`src/rtl/cpu_pkg.sv`:
```
// cpu_pkg: shared pipeline constants and stage occupancy encoding
package cpu_pkg;
    localparam int INSTR_W_DEF = 32;
    localparam int PC_W_DEF = 32;
    localparam logic [31:0] NOP_INSTR = 32'h00000013;
    typedef enum logic [1:0] {ST_EMPTY, ST_FULL1, ST_FULL2} occ_e;
endpackage

```
`src/rtl/sat_counter.sv`:
```
// sat_counter: saturating event counter, adds 0..2 per cycle and sticks at all-ones
module sat_counter #(
    parameter int CNT_W = 16
) (
    input  logic             clk,
    input  logic             reset_n,
    input  logic             clr,
    input  logic [1:0]       inc,
    output logic [CNT_W-1:0] cnt
);
    logic [CNT_W:0] sum;
    assign sum = {1'b0, cnt} + (CNT_W+1)'(inc);
    always_ff @(posedge clk or negedge reset_n)
        if (!reset_n) cnt <= '0;
        else cnt <= clr ? '0 : sum[CNT_W] ? '1 : sum[CNT_W-1:0];
endmodule

```
`src/rtl/pipe_stage_skid.sv`:
```
// pipe_stage_skid: valid/ready pipeline register with 2-entry skid buffer, flush and perf counters
module pipe_stage_skid
    import cpu_pkg::*;
#(
    parameter int                 INSTR_W   = INSTR_W_DEF,
    parameter int                 PC_W      = PC_W_DEF,
    parameter logic [INSTR_W-1:0] NOP_INSTR = INSTR_W'(cpu_pkg::NOP_INSTR),
    parameter int                 CNT_W     = 16
) (
    input  logic               clk,
    input  logic               reset_n,
    input  logic               in_valid,
    input  logic [INSTR_W-1:0] in_instr,
    input  logic [PC_W-1:0]    in_pc,
    output logic               in_ready,
    input  logic               flush,
    output logic               out_valid,
    output logic [INSTR_W-1:0] out_instr,
    output logic [PC_W-1:0]    out_pc,
    input  logic               out_ready,
    output logic [CNT_W-1:0]   stall_cnt,
    output logic [CNT_W-1:0]   flush_cnt
);
    occ_e               state;
    logic [INSTR_W-1:0] main_instr, skid_instr;
    logic [PC_W-1:0]    main_pc, skid_pc;
    logic               in_x, out_x;
    logic [1:0]         flush_inc, stall_inc;

    assign out_valid = state != ST_EMPTY;
    assign in_ready  = state != ST_FULL2;
    assign in_x      = in_valid & in_ready;
    assign out_x     = out_valid & out_ready;
    assign out_instr = out_valid ? main_instr : NOP_INSTR;
    assign out_pc    = out_valid ? main_pc : '0;

    // entries killed by flush exclude the head if downstream takes it the same cycle
    always_comb begin
        flush_inc = '0;
        stall_inc = {1'b0, out_valid & ~out_ready};
        if (flush)
            flush_inc = (state == ST_FULL2 ? 2'd2 : state == ST_FULL1 ? 2'd1 : 2'd0) - {1'b0, out_x};
    end

    always_ff @(posedge clk or negedge reset_n) begin
        if (!reset_n) begin
            state      <= ST_EMPTY;
            main_instr <= '0;
            main_pc    <= '0;
            skid_instr <= '0;
            skid_pc    <= '0;
        end else if (flush) begin
            state <= ST_EMPTY;
        end else begin
            case (state)
                ST_EMPTY: if (in_x) begin
                    main_instr <= in_instr;
                    main_pc    <= in_pc;
                    state      <= ST_FULL1;
                end
                ST_FULL1: if (in_x && !out_ready) begin
                    skid_instr <= in_instr;
                    skid_pc    <= in_pc;
                    state      <= ST_FULL2;
                end else if (in_x) begin
                    main_instr <= in_instr;
                    main_pc    <= in_pc;
                end else if (out_ready) begin
                    state <= ST_EMPTY;
                end
                ST_FULL2: if (out_ready) begin
                    main_instr <= skid_instr;
                    main_pc    <= skid_pc;
                    state      <= ST_FULL1;
                end
                default: state <= ST_EMPTY;
            endcase
        end
    end

    sat_counter #(.CNT_W(CNT_W)) u_stall (
        .clk(clk), .reset_n(reset_n), .clr(1'b0), .inc(stall_inc), .cnt(stall_cnt)
    );
    sat_counter #(.CNT_W(CNT_W)) u_flush (
        .clk(clk), .reset_n(reset_n), .clr(1'b0), .inc(flush_inc), .cnt(flush_cnt)
    );
endmodule
```
`config.mk`:
```
export PLATFORM = sky130hd
export DESIGN_NAME = pipe_stage_skid
export DESIGN_NICKNAME = d
export VERILOG_FILES = /design/src/rtl/cpu_pkg.sv /design/src/rtl/sat_counter.sv /design/src/rtl/pipe_stage_skid.sv
export SDC_FILE = /design/constraint.sdc
export NUM_CORES = 1
export LEC_CHECK = 0
export CELL_PAD_IN_SITES_DETAIL_PLACEMENT = 1
export CELL_PAD_IN_SITES_GLOBAL_PLACEMENT = 1
export CORE_AREA = 8 8 128 130
export CTS_CLUSTER_DIAMETER = 50
export CTS_CLUSTER_SIZE = 14
export DETAILED_ROUTE_END_ITERATION = 8
export DIE_AREA = 0 0 136 138
export DONT_BUFFER_PORTS = 1
export GPL_TIMING_DRIVEN = 0
export PLACE_DENSITY = 0.91
export SLEW_MARGIN = 20
export SYNTH_ARGS = -nofsm -noshare
export SYNTH_HDL_FRONTEND = slang
export SYNTH_SLANG_ARGS = --single-unit
```
`constraint.sdc`:
```
create_clock -name clk -period 6.6 [get_ports clk]
set_input_delay 0.66 -clock clk [delete_from_list [all_inputs] [get_ports clk]]
set_output_delay 0.66 -clock clk [all_outputs]
set_load 0.02 [all_outputs]
```
==> results of run 1 <==
-- power by group through the flow --
stage / Combinational [mW] / Clock (mW) / Sequential [mW]
after floorplan: 0.385 / 0 / 1.38
after global placement: 0.428 / 0 / 1.41
after detailed placement: 0.463 / 0 / 1.44
after CTS: 0.497 / 1.10 / 1.43
after global routing: 0.533 / 1.14 / 1.46
final: 0.487 / 1.08 / 1.43
-- cells in the mapped netlist --
cell,n,share of area
mux2_2,189,0.28
dfrtp_1,162,0.53
and2_1,63,0.051
nand2_1,28,0.014
nand2b_1,12,0.0097
clkbuf_1,11,0.0054
nand3_1,9,0.0058
xor2_1,9,0.010
buf_6,8,0.012
mux2_1,8,0.012
nand4_1,7,0.0057
o21ai_0,7,0.0045
and3_1,6,0.0049
buf_4,6,0.0058
inv_1,6,0.0029
a31oi_1,5,0.0041
ha_1,5,0.0081
nor2_1,5,0.0024
nor3_1,5,0.0032
xnor2_1,5,0.0057
a21oi_1,4,0.0026
buf_2,4,0.0026
nor2b_1,4,0.0032
or2_2,4,0.0032
and4_1,2,0.0023
nand3b_1,2,0.0019
o21a_1,2,0.0019
or3_1,2,0.0016
a21oi_4,1,0.0021
a41oi_1,1,0.0011
fa_1,1,0.0026
nand4b_1,1,0.0011
nor3b_2,1,0.0016
nor4_1,1,0.00081
o22a_1,1,0.0011
or3_4,1,0.0015
or4_1,1,0.00097
-- registers in the layout, indices dropped and copies added, names as in the netlist --
name and flops:
main_instr 32, main_pc 32, skid_instr 32, skid_pc 32, u_flush.cnt 16, u_stall.cnt 16
state 2
-- layout make-up --
class                      instances  area, um^2  share of cell area
sequential                       162        4050               0.470
clock inverter                    11         175              0.0203
antenna                            1        2.50            0.000290
timing repair buffer               1        27.5             0.00319
tap                              184         230              0.0267
buffer                            29         196              0.0228
inverter                           6        22.5             0.00261
clock buffer                      21         470              0.0546
multi-input combinational        392        3440               0.399
-- logic make-up after synthesis --
logic type	count (synthesis)	share of synthesized area
mux	197	0.287
flops	162	0.525
simple gates	154	0.115
buf+inv	35	0.0284
compound gates	21	0.0175
xor+xnor	14	0.0159
fa+ha+maj	6	0.0107
-- worst max-delay path: stages (launching register included) --
cell and delay, ps:
dfrtp_1 440, or2_2 370, clkbuf_1 300, and2_1 270, ha_1 280, nor2b_1 140
ha_1 200, inv_1 60, fa_1 450, nand4b_1 310, or3_4 440, nor3_1 210
mux2_2 350
-- placed cells by master, fill, tap and decap left out, types with 8 or more instances in the layout --
| master | n |
|---|---|
| clkbuf_16 | 17 |
| nand2b_1 | 12 |
| and2_1 | 63 |
| xor2_1 | 9 |
| nand2_1 | 28 |
| dfrtp_1 | 162 |
| nand3_1 | 9 |
| mux2_1 | 8 |
| buf_6 | 8 |
| mux2_2 | 189 |
| clkbuf_1 | 12 |
-- per-stage QoR --
stage | total power, mW | worst slack, ps
after global routing | 3.13 | 2380
after global placement | 1.84 | 2790
after floorplan | 1.76 | 3130
after detailed placement | 1.90 | 2720
final | 2.99 | 2650
after CTS | 3.02 | 2640
-- how the worst max path moves through the flow --
stage	startpoint	to	slack, ps	cells after the start
2_1_floorplan	state[1]	u_flush.cnt[14]	3130	12
3_3_place_gp	state[1]	u_flush.cnt[14]	2790	12
3_5_place_dp	state[1]	u_flush.cnt[14]	2720	12
4_1_cts	state[1]	u_flush.cnt[14]	2640	12
5_1_grt	state[1]	u_flush.cnt[14]	2380	12
6_report	state[1]	u_flush.cnt[14]	2650	12
-- what timing repair did --
action | in CTS | in global routing
hold buffers | 1 | 0
setup endpoints to repair | 0 | 0
hold endpoints to repair | 162 | 0
-- metal layers --
layer,GRT usage,vias to the layer above,share of wire
met2,0.377,132,0.53
met3,0.0772,30,0.079
met4,0.0798,0,0.022
met5,0,-,0
li1,-,2105,-
met1,0.242,2457,0.37
==> results.md, run 1 <==
- Post-cts sizing count: 0
- Syn avg cell area: 13.1 um^2
- Yosys Warn Count: 0
- Post-Syn Nets: 664
- Overflow after GRT: 0
- GRT Overall Usage: 0.219
- Netlist Area Pre-Place: 7720 um^2
- WP data required: 6910 ps
- Initial Util: 0.539
- Nets: 684
- Fmax: 0.253 GHz
- Sw Share: 0.287
- FF+latch count, synth: 162
- DRC viols: 0
- Filler cells: 1,399
- Sw power: 0.860 mW
- Post-layout util: 0.602
- Clock Tree Root: clkbuf_16
- Drt via density: 5.85
- Clock Tree Buf Depth: 2
- Reg-to-reg critical path startpoint: state[1]
- Critical Path Start Type: flop
- CTS tree: done
- Number of global-route vias before repair: 5,476
- Yosys cell types: 37
- Hold_ws: 270 ps
- Internal power: 2.13 mW
- Sequential share of power: 0.478
- Core area: 14,300 um^2
- Detailed Routing Iterations Pass 1: 4
- MaxCap Viol Count: 0
- Largest net degree at the start of global routing: 163
- Status: complete, no violations
- Reg2Reg Depth: 12
- Die height: 138 um
- PortBufs: 0
- Dpl cells: 773
- # clock sinks: 162
- Worst Setup End Kind: flop
- Clock-pin slew on the worst setup and hold paths: 60 ps
- Die outline area: 18,800 um^2
- IO Count: 167
- Leak: 3.77 nW
- CP Max Fanout: 10
- Crit Path Class: flop to flop
- Row count: 44
- Fin crit share: 0.598
- Setup_tns: 0 ps
- Skew final: 12.1 ps
- # setup viols final: 0
- Post CTS Setup Buffer Count: 0
- RR Endpoint: u_flush.cnt[14]
- VDD IR max: 271 uV
- Combinational share of power: 0.162
- First-pass GRT wire length: 31,700 um
- Power Density: 347 nW/um^2
- Total Routed Length: 20,200 um
- Initial DRC count: 178
- Critical Path AT: 4250 ps
- Reg2reg setup slack: 2650 ps
- Worst Tran Pin Value: 774 ps
- Final cell count without fillers: 807
- Share of layout cells above drive strength 1: 0.395
- Tmin final: 3950 ps
- Htree depth: 4
- Dpl cell area: 7950 um^2
- Post-synthesis sequential area ratio: 0.525
- Share of power burned in the clock network: 0.359
- Final antenna-violating net count: 0
- Post-DP HPWL: 13,700 um
- Routability Congestion: 0.762
- Chip width: 136 um
- Cells after Synth: 589
- Min-Delay Path Class: primary input to async pin
- Final instance area: 8620 um^2
- RSZ-0062 raised after global routing: false
- Clock Latency Late Sink: 420 ps
- Fin. max-slew vios: 0
- Vias: 4,724
- Initial antenna violation count: 0
- CTS Buf Count: 17
- Area grow syn2layout: 11.7%
- Slew Limit Headroom: 0.484
- Fin. Hold Viols: 0
- DR WL/cell: 25.0 um
Note: power is estimated with default switching activity, not from simulation.
==> run 2: changes to the inputs <==
Settings changed: CORE_AREA 8 8 128 130 to 8 8 133 135, DIE_AREA 0 0 136 138 to 0 0 141 143, PLACE_DENSITY 0.91 to 0.86.
Clock period 6.6 ns to 3.7 ns, I/O delays scaled along.
==> results.md, run 2 (synthesis results as in run 1) <==
- Status: finished with violations
- Failing checks: negative hold slack
- RSZ-0062 raised after global routing: false
- Critical Path AT: 3800 ps
- Initial DRC count: 184
- Setup_tns: 0 ps
- PortBufs: 0
- Vias: 4,700
- Row count: 46
- CTS Buf Count: 17
- Worst Tran Pin Value: 677 ps
- Clock Tree Buf Depth: 2
- Largest net degree at the start of global routing: 163
- Initial Util: 0.495
- Dpl cell area: 7990 um^2
- Overall Power: 5.29 mW
- Min-Delay Path Class: primary input to async pin
- Antenna Cells: 0
- Nets: 688
- Crit Path Class: flop to flop
- Critical Path Start Type: flop
- Power Density: 608 nW/um^2
- Chip width: 141 um
- Detailed Routing Iterations Pass 1: 4
- WP data required: 4010 ps
- Htree depth: 4
- Total Routed Length: 18,500 um
- VDD IR max: 328 uV
- Final instance area: 8710 um^2
- Clock Latency Late Sink: 420 ps
- Leak: 3.80 nW
- Routability Congestion: 0.736
- GRT Overall Usage: 0.190
- Hold_ws: -354 ps
- Overflow after GRT: 0
- Tmin final: 3490 ps
- Post-DP HPWL: 13,400 um
- Final antenna-violating net count: 0
- Fmax: 0.287 GHz
- Number of global-route vias before repair: 5,317
- Area grow syn2layout: 12.9%
- Core area: 15,600 um^2
- IO Count: 167
- DR WL/cell: 22.0 um
- DRC viols: 0
- Die height: 143 um
- Commonest non-fill, non-tap cell in the layout: mux2_2
- # setup viols final: 0
- Most frequent cells in the layout: mux2_2 (189), dfrtp_1 (161), and2_1 (63)
- Worst Setup End Kind: flop
- MaxCap Viol Count: 0
- Fin. Hold Viols: 162
- Share of layout cells above drive strength 1: 0.404
- Drt via density: 5.58
- Die outline area: 20,200 um^2
- # clock sinks: 162
- Fin crit share: 0.943
- Post-cts hold buffer count: 1
- Initial antenna violation count: 0
- Skew final: 8.33 ps
- Reg2Reg Depth: 12
- Clock Tree Root: clkbuf_16
- CTS tree: done
- Slew Limit Headroom: 0.549
- Clock-pin slew on the worst setup and hold paths: 70 ps
- CP Max Fanout: 10
- First-pass GRT wire length: 29,600 um
- Fin. max-slew vios: 0
[run 2: final cells by class]
class	count	area (um^2)
fillers	1545	6890
plain buffers	29	206
inverters	6	22.5
clock buffers	20	457
clock inverters	12	204
well taps	216	270
multi-input cells	392	3450
flip-flops and latches	162	4060
repair buffers	5	40.0
[run 2: stage by stage]
stage,setup slack [ps],std cells,utilization
2_1_floorplan,232,589,-
3_3_place_gp,-153,805,0.512
3_5_place_dp,-251,805,0.512
4_1_cts,10.5,839,0.556
5_1_grt,55.7,842,0.558
6_report,211,842,0.558
[run 2: what timing repair did]
item | in CTS | in global routing
gates resized for setup | 3 | 4
setup buffers | 1 | 3
gates cloned | 0 | 0
endpoints found under the hold margin | 163 | 162
pin swaps | 0 | 1
endpoints found under the setup margin | 13 | 13
[run 2: per-layer routing]
metal  routed length [um]  global-route usage
met3                 1460              0.0781
met2                 9780               0.334
met5                    0                   0
met4                  312              0.0690
met1                 6970               0.202
[run 2: final timing paths]
kind	startpoint	end	slack (ps)
worst max-delay path	state[1]	u_flush.cnt[14]	210
worst min-delay path	reset_n	u_stall.cnt[12]	-350
worst max register to register	state[1]	u_flush.cnt[14]	210
worst min register to register	main_instr[2]	main_instr[2]	480
max in group asynchronous	reset_n	skid_instr[30]	3840
min in group clk	in_instr[10]	skid_instr[10]	100
[run 2: power breakdown]
part           total, mW  switching (mW)  internal, mW
clock network       1.95           0.713          1.24
registers           2.53           0.347          2.18
logic              0.810           0.376         0.434
total               5.29            1.44          3.86
[run 2: critical path, stage by stage, from the launching register on]
cell	delay [ps]
dfrtp_2	440
or2_4	280
clkbuf_8	180
and2_1	170
ha_1	260
nor2b_1	120
ha_1	180
inv_1	60
fa_2	370
nand4b_1	290
or3_4	470
nor3_2	210
mux2_2	350
==> run 3: changes to the inputs <==
Settings changed: CAP_MARGIN set to 40.
==> results of run 3 <==
No change in the layout: final DEF, timing and power equal those of run 2.
